### config.mk
export PLATFORM = sky130hd
export DESIGN_NAME = prescaled_counter
export DESIGN_NICKNAME = d
export VERILOG_FILES = /design/src/rtl/counter_pkg.sv /design/src/rtl/tick_gen.sv /design/src/rtl/prescaled_counter.sv
export SDC_FILE = /design/constraint.sdc
export NUM_CORES = 1
export LEC_CHECK = 0
export CORE_AREA = 3 3 64 66
export DETAILED_ROUTE_END_ITERATION = 7
export DIE_AREA = 0 0 67 69
export GPL_TIMING_DRIVEN = 0
export PLACE_DENSITY = 0.85
export SYNTH_ARGS = -nofsm -noshare
export SYNTH_HDL_FRONTEND = slang
export SYNTH_SLANG_ARGS = --single-unit
### constraint.sdc
create_clock -name CLOCK_50 -period 3.43 [get_ports CLOCK_50]
set_input_delay 0.5145 -clock CLOCK_50 [delete_from_list [all_inputs] [get_ports CLOCK_50]]
set_output_delay 0.5145 -clock CLOCK_50 [all_outputs]
set_load 0.005 [all_outputs]
### src/rtl/counter_pkg.sv
// Shared types and helpers for the prescaled up/down counter.
// Mode encoding and prescaler sizing live here so both levels agree.
package counter_pkg;

    typedef enum logic {
        WRAP     = 1'b0,
        SATURATE = 1'b1
    } mode_e;

    // A divide-by-1 prescaler still needs a 1-bit register to exist.
    function automatic int presc_width(input int div);
        if (div <= 1) begin
            return 1;
        end
        return $clog2(div);
    endfunction

endpackage

### src/rtl/tick_gen.sv
// Enable-gated prescaler: emits one tick every PRESC_DIV enabled cycles.
// clear restarts the period without waiting for reset.
module tick_gen
    import counter_pkg::*;
#(
    parameter int PRESC_DIV = 25_000_000
) (
    input  logic CLOCK_50,
    input  logic reset,
    input  logic enable,
    input  logic clear,
    output logic tick
);

    localparam int PW = presc_width(PRESC_DIV);
    localparam logic [PW-1:0] LAST = PW'(PRESC_DIV - 1);

    if (PRESC_DIV < 1) begin : g_bad_div
        $error("tick_gen: PRESC_DIV must be >= 1");
    end

    logic [PW-1:0] presc_q;
    logic [PW-1:0] presc_d;
    logic          at_last;

    assign at_last = (presc_q == LAST);
    assign tick    = enable && at_last;

    always_comb begin
        presc_d = presc_q;
        if (clear) begin
            presc_d = '0;
        end else if (enable) begin
            if (at_last) begin
                presc_d = '0;
            end else begin
                presc_d = presc_q + PW'(1);
            end
        end
    end

    always_ff @(posedge CLOCK_50) begin
        if (reset) begin
            presc_q <= '0;
        end else begin
            presc_q <= presc_d;
        end
    end

endmodule

### src/rtl/prescaled_counter.sv
// Up/down modulo counter stepped by a prescaled tick, with wrap or
// saturate at the terminal value, clamped parallel load and a tc pulse.
module prescaled_counter
    import counter_pkg::*;
#(
    parameter int              WIDTH     = 10,
    parameter longint unsigned MODULUS   = (64'd1 << WIDTH),
    parameter int              PRESC_DIV = 25_000_000
) (
    input  logic             CLOCK_50,
    input  logic             reset,
    input  logic             enable,
    input  logic             up,
    input  logic             mode,
    input  logic             load,
    input  logic [WIDTH-1:0] load_value,
    output logic [WIDTH-1:0] count,
    output logic             tick,
    output logic             tc
);

    localparam logic [WIDTH-1:0] MAX_VAL = WIDTH'(MODULUS - 64'd1);

    if (WIDTH < 1 || WIDTH > 32) begin : g_bad_width
        $error("prescaled_counter: WIDTH must be 1..32");
    end
    if (MODULUS < 2 || MODULUS > (64'd1 << WIDTH)) begin : g_bad_mod
        $error("prescaled_counter: MODULUS must be 2..2**WIDTH");
    end

    logic [WIDTH-1:0] count_q;
    logic [WIDTH-1:0] count_d;
    logic             tc_q;
    logic             tc_d;
    logic             at_term;
    logic [WIDTH-1:0] load_clamped;
    mode_e            mode_s;

    tick_gen #(
        .PRESC_DIV(PRESC_DIV)
    ) u_tick_gen (
        .CLOCK_50(CLOCK_50),
        .reset   (reset),
        .enable  (enable),
        .clear   (load),
        .tick    (tick)
    );

    assign mode_s = mode_e'(mode);

    always_comb begin
        at_term = 1'b0;
        if (up) begin
            at_term = (count_q == MAX_VAL);
        end else begin
            at_term = (count_q == '0);
        end
    end

    assign load_clamped = (load_value > MAX_VAL) ? MAX_VAL : load_value;

    // Load wins over tick; up and mode only matter on tick edges.
    always_comb begin
        count_d = count_q;
        tc_d    = 1'b0;
        if (load) begin
            count_d = load_clamped;
        end else if (tick) begin
            tc_d = at_term;
            if (at_term) begin
                if (mode_s == WRAP) begin
                    count_d = up ? '0 : MAX_VAL;
                end
            end else if (up) begin
                count_d = count_q + WIDTH'(1);
            end else begin
                count_d = count_q - WIDTH'(1);
            end
        end
    end

    always_ff @(posedge CLOCK_50) begin
        if (reset) begin
            count_q <= '0;
            tc_q    <= 1'b0;
        end else begin
            count_q <= count_d;
            tc_q    <= tc_d;
        end
    end

    assign count = count_q;
    assign tc    = tc_q;

endmodule

==> impl_metrics.env, run 1 <==
export IMPL_outcome="completed"
export IMPL_p_leak_uw=0.000997
export IMPL_min_from="u_tick_gen.presc_q[21]$_SDFFE_PP0P_"
export IMPL_rows=22
export IMPL_register_area_sq_um=721
export IMPL_gp_congestion=0.919
export IMPL_io_pins=28
export IMPL_worstReg2RegStart="count[0]$_SDFFE_PP0P_"
export IMPL_r2r_slack_ps=1390
export IMPL_whs_path_depth=2
export IMPL_multi_input_area_sq_um=1270
export IMPL_critical_path_class="in -> out"
export IMPL_min_to="u_tick_gen.presc_q[21]$_SDFFE_PP0P_"
export IMPL_syn_inst=249
export IMPL_postCtsSetupBuffers=0
export IMPL_period_share_pct=85.9
export IMPL_root_buffer="clkbuf_8"
export IMPL_arrival_ps=2430
export IMPL_grt_use_total_pct=21.3
export IMPL_yosys_top_cells_area="dfxtp_1, xor2_1, nor2_1"
export IMPL_diodes=0
export IMPL_avgSynthCellArea_sq_um=8.40
export IMPL_drive_above_1_share_pct=8.45
export IMPL_routedWlPerCell_microns=13.8
export IMPL_routed_wl_microns=4570
export IMPL_synth_distinct_cells=42
export IMPL_yosysSeqAreaShare_pct=34.4
export IMPL_fmax_mhz=339
export IMPL_synth_seq_cells=36
export IMPL_die_y_microns=69
export IMPL_grt_pass1_wl_microns=7940
export IMPL_numCtsBuffers=5
export IMPL_clk_pin_slew_ps=80
export IMPL_synth_edff_count=0
export IMPL_synth_largest_area_cell="dfxtp_1"
export IMPL_fin_ws_ps=483
export IMPL_ant_nets=0
export IMPL_hold_viol_final=0
export IMPL_grt_setup_unrepaired="no"
export IMPL_worstMarginPinSlew_ps=642
export IMPL_fin_setup_tns_ps=0
export IMPL_powerDensity_nw_per_um2=378
export IMPL_ir_drop_v=0.000287
export IMPL_pre_cts_ws_ps=457
export IMPL_yosysTopAreaCellShare_pct=34.4
export IMPL_worstRegToRegCells=8
export IMPL_synthesis_area_sq_um=2090
export IMPL_fin_crit_ps=2950
export IMPL_die_area_sq_um=4620
export IMPL_area_delta_synth_final_pct=20.9
export IMPL_drv_slew=0
export IMPL_slew_headroom_pct=56.9
export IMPL_cp_end_kind="primary output"
export IMPL_portBuffers=27
export IMPL_path_max_fanout=5
export IMPL_grt_max_degree=12
export IMPL_htreeDepth=2
export IMPL_drtIter0Drc=147
export IMPL_synthArstFlopShare_pct=0
export IMPL_cts_tree="done"
export IMPL_finalSetupViolCount=0
export IMPL_nets=309
export IMPL_synthFlopType="dfxtp_1"
export IMPL_antenna_found_initial=0
export IMPL_cp_required_ps=2920
export IMPL_dp_hpwl_microns=3330
export IMPL_drt_vias_per_instance=5.68
export IMPL_chipWidth_microns=67
export IMPL_hold_class="reg -> reg"
export IMPL_clk_latency_ps=290
export IMPL_start_util_pct=57.6
export IMPL_finalClockSkew_ps=9.42
export IMPL_core_area_sq_um=3630
export IMPL_dr_pass1_iters=4
export IMPL_ys_warnings_count=0
export IMPL_rr_endpoint="count[6]$_SDFFE_PP0P_"
export IMPL_cts_buffer_depth=2
export IMPL_cts_sinks=36
export IMPL_route_detailed_drc=0
export IMPL_vias=1887
export IMPL_grt_pass1_vias=1838
export IMPL_grt_ovfl_total=0
export IMPL_cts_hold_buf=0
export IMPL_post_cts_resized=0
export IMPL_startpoint_type="input pin"
export IMPL_fill_cells=303
export IMPL_synth_nets=275
export IMPL_cap_violations=0
## final cells by class
| type | count | share of cell area (%) |
|---|---|---|
| multi-input combinational | 191 | 50.1 |
| sequential | 36 | 28.5 |
| timing repair buffer | 27 | 10.7 |
| clock buffer | 6 | 2.87 |
| tap | 48 | 2.37 |
| buffer | 9 | 2.13 |
| inverter | 13 | 1.93 |
| clock inverter | 2 | 1.38 |
## where the power goes
part / leakage, uW / switching (uW) / internal, uW
clock: 0.0000552 / 156 / 216
sequential: 0.000293 / 14.0 / 427
combinational: 0.000650 / 68.1 / 75.1
total: 0.000997 / 238 / 718
## cells in the final DEF (no fill, tap or decap), types with 2 or more instances in the layout
master / count
clkbuf_8: 5
or3_1: 2
ha_1: 9
and3_1: 7
o221a_2: 4
nor4b_2: 2
clkbuf_1: 5
dfxtp_1: 36
xnor2_1: 6
o21a_1: 2
inv_1: 12
nand2_1: 13
nand3_1: 9
nand4_1: 10
nor4_1: 4
mux2i_1: 2
nor2b_1: 4
a21o_1: 6
o21ai_0: 8
buf_4: 3
a211oi_1: 4
nor3_1: 8
nor2_1: 38
xor2_1: 22
a21oi_1: 16
clkdlybuf4s50_1: 27
## synthesized netlist by cell type (6+ instances only)
cell      n
nand2_1  13
a21o_1    6
dfxtp_1  36
o21ai_0   8
a21oi_1  16
xor2_1   22
and3_1    7
nor2_1   38
xnor2_1   6
nor3_1    8
nand3_1   9
inv_1    12
ha_1      9
nand4_1  10
## per-layer routing
metal  track usage, %  part of all wire, %  wire length [microns]  vias up
li1                 -                    -                      -      942
met2             33.0                   45                   2050       64
met1             28.5                   46                   2120      871
met4             7.66                  1.5                     67        0
met3             5.21                  7.3                    333       10
met5                0                    0                      0        -
## worst max-delay path, cell delays in order
cell and delay [ps]:
clkdlybuf4s50_1 580, and3_4 260, nand4_4 120, or3_4 370, inv_2 90, clkdlybuf4s50_1 490
## worst max path at each step
stage / startpoint / endpoint / cells past startpoint
after CTS: enable / tick / 6
after global placement: up / count[9]$_SDFFE_PP0P_ / 9
after floorplan: up / count[9]$_SDFFE_PP0P_ / 8
final: enable / tick / 6
after global routing: enable / tick / 6
after detailed placement: up / count[9]$_SDFFE_PP0P_ / 9
## kinds of logic after synthesis
group | Yosys count | synth area share (%)
simple gates | 106 | 27.0
compound gates | 45 | 14.6
flops | 36 | 34.4
xor+xnor | 28 | 11.7
buf+inv | 22 | 4.90
fa+ha+maj | 10 | 6.34
mux | 2 | 0.957
## flip-flops by register name, indices dropped and copies added, names as in the netlist
register and count:
count 10, tc 1, u_tick_gen.presc_q 25
## metrics by stage
stage          util, %  hold slack (ps)  power, uW  std cells  instance area, sq um
6_report          69.6              518        955        332                  2530
5_1_grt           69.6              560        997        332                  2530
4_1_cts           69.6              523        965        332                  2530
3_5_place_dp      66.7              502        591        324                  2420
3_3_place_gp      66.7              489        586        324                  2420
2_1_floorplan        -              471        534        249                  2090
No activity file was read; power rests on OpenSTA's default activity.
==> run 2, diff against run 1 <==
--- a/config.mk
+++ b/config.mk
@@ -5,10 +5,9 @@
 export SDC_FILE = /design/constraint.sdc
 export NUM_CORES = 1
 export LEC_CHECK = 0
-export CORE_AREA = 3 3 64 66
+export CORE_AREA = 2 2 63 65
 export DETAILED_ROUTE_END_ITERATION = 7
-export DIE_AREA = 0 0 67 69
-export GPL_TIMING_DRIVEN = 0
+export DIE_AREA = 0 0 65 67
 export PLACE_DENSITY = 0.85
 export SYNTH_ARGS = -nofsm -noshare
 export SYNTH_HDL_FRONTEND = slang
==> constraint.sdc (replaced) <==
create_clock -name CLOCK_50 -period 3.43 [get_ports CLOCK_50]
set_input_delay 0.5145 -clock CLOCK_50 [delete_from_list [all_inputs] [get_ports CLOCK_50]]
set_output_delay 0.5145 -clock CLOCK_50 [all_outputs]
set_load 0.01 [all_outputs]
==> run 2 against run 1 <==
Against the previous run: sequential power about the same; cell count decreased by 1.8%; via count shrank 4.3%; count of clock-buffer cells in the layout is 1 lower; core utilization decreased by 0.89 points; register-to-register slack got worse by 40 ps.
==> impl_metrics.env, run 2 (same netlist as run 1, synthesis figures left out) <==
export IMPL_die_y_microns=67
export IMPL_antenna_found_initial=0
export IMPL_layoutNonFillerInstCount=326
export IMPL_largest_reg_flops=25
export IMPL_r2r_slack_ps=1350
export IMPL_layout_commonest_cell="nor2_1"
export IMPL_gp_congestion=0.879
export IMPL_min_to="u_tick_gen.presc_q[21]$_SDFFE_PP0P_"
export IMPL_grt_pass1_vias=1694
export IMPL_fin_crit_ps=2950
export IMPL_drtIter0Drc=127
export IMPL_dr_pass1_iters=4
export IMPL_cts_sinks=36
export IMPL_outcome="completed"
export IMPL_cp_end_kind="primary output"
export IMPL_cpMostUsedCell="clkdlybuf4s50_1"
export IMPL_holdWs_ps=518
export IMPL_routed_wl_microns=4280
export IMPL_ir_drop_v=0.000333
export IMPL_mostFrequentLayoutCells="nor2_1, dfxtp_1, clkdlybuf4s50_1, xor2_1, a21oi_1"
export IMPL_cts_hold_buf=0
export IMPL_slowest_stage="clkdlybuf4s50_1"
export IMPL_powerDensity_nw_per_um2=353
export IMPL_rr_endpoint="count[6]$_SDFFE_PP0P_"
export IMPL_dp_cells=318
export IMPL_registers_top_by_ff_count="u_tick_gen.presc_q"
export IMPL_p_leak_uw=0.000977
export IMPL_drive_above_1_share_pct=8.27
export IMPL_cp_required_ps=2920
export IMPL_root_buffer="clkbuf_8"
export IMPL_worstMarginPinSlew_ps=666
export IMPL_route_detailed_drc=0
export IMPL_critical_path_class="in -> out"
export IMPL_slew_headroom_pct=55.3
export IMPL_grt_pass1_wl_microns=7560
export IMPL_nets=303
export IMPL_dp_hpwl_microns=3150
export IMPL_path_max_fanout=5
export IMPL_cpPeakStageDelay_ps=570
export IMPL_fin_setup_tns_ps=0
export IMPL_htreeDepth=2
export IMPL_clk_latency_ps=280
export IMPL_finalClockSkew_ps=5.62
export IMPL_io_pins=28
export IMPL_grt_use_total_pct=22.5
export IMPL_diodes=0
export IMPL_path_cells="clkdlybuf4s50_1 -> and3_4 -> nand4_4 -> or3_4 -> inv_2 -> clkdlybuf4s50_1"
export IMPL_startpoint_type="input pin"
export IMPL_total_power_uw=876
export IMPL_area_delta_synth_final_pct=18.5
export IMPL_arrival_ps=2440
export IMPL_routedWlPerCell_microns=13.1
export IMPL_drt_vias_per_instance=5.54
export IMPL_ant_nets=0
export IMPL_min_from="u_tick_gen.presc_q[21]$_SDFFE_PP0P_"
export IMPL_worstReg2RegStart="count[0]$_SDFFE_PP0P_"
export IMPL_start_util_pct=58.0
export IMPL_postCtsSetupBuffers=0
export IMPL_hold_class="reg -> reg"
export IMPL_portBuffers=27
export IMPL_core_area_sq_um=3610
export IMPL_drv_slew=0
export IMPL_fmax_mhz=339
export IMPL_vias=1805
export IMPL_period_share_pct=86.0
export IMPL_die_area_sq_um=4360
export IMPL_whs_path_depth=2
export IMPL_grt_setup_unrepaired="no"
export IMPL_clk_pin_slew_ps=70
export IMPL_cap_violations=0
export IMPL_hold_viol_final=0
export IMPL_worstRegToRegCells=8
export IMPL_rows=22
export IMPL_cts_tree="done"
export IMPL_grt_max_degree=26
export IMPL_grt_ovfl_total=0
export IMPL_finalSetupViolCount=0
export IMPL_cts_buffer_depth=2
export IMPL_numCtsBuffers=5
export IMPL_post_cts_resized=0
export IMPL_chipWidth_microns=65
[run 2: cell types whose count changed in the layout (fill, tap and decap cells not counted)]
| cell | before | now |
|---|---|---|
| buf_6 | 1 | 0 |
| clkbuf_1 | 5 | 0 |
| clkinv_4 | 0 | 1 |
| buf_2 | 1 | 0 |
| clkinv_2 | 1 | 2 |
| bufinv_16 | 1 | 0 |
[run 2: where the power goes]
part	internal [uW]	switching, uW
registers	427	13.5
clock network	141	152
logic	73.7	68.9
total	642	234
[run 2: per-layer routing]
| metal | up-vias | track usage [%] | share of wire, % |
|---|---|---|---|
| met4 | 0 | 7.71 | 1.1 |
| li1 | 931 | - | - |
| met2 | 41 | 37.5 | 45 |
| met5 | - | 0 | 0 |
| met3 | 4 | 4.56 | 5.2 |
| met1 | 829 | 28.8 | 49 |
[run 2: through the flow]
stage | area (sq um) | setup slack (ps) | util, %
6_report | 2480 | 480 | 68.7
3_5_place_dp | 2390 | 484 | 66.3
4_1_cts | 2480 | 475 | 68.7
3_3_place_gp | 2390 | 504 | 66.3
5_1_grt | 2480 | 395 | 68.7
2_1_floorplan | 2090 | 1320 | -
[run 2: critical path, delay by kind of cell]
kind,cells,cell delay [ps]
buf+inv,3,1190
simple gates,3,720
[run 2: cell type report]
cell class                      count  area, sq um
Clock inverter                      3         18.8
Multi-Input combinational cell    191         1270
Sequential cell                    36          721
Clock buffer                        5         68.8
Fill cell                         301         1130
Inverter                           13         48.8
Timing Repair Buffer               30          293
Tap cell                           48         60.1
[run 2: worst max-delay path by stage]
stage / startpoint / to / slack [ps] / cells after the start
finish: enable / tick / 480 / 6
detailed placement: up / count[9]$_SDFFE_PP0P_ / 480 / 9
global placement: enable / tick / 500 / 6
floorplan: up / count[9]$_SDFFE_PP0P_ / 1320 / 8
CTS: enable / tick / 480 / 6
global route: enable / tick / 390 / 6
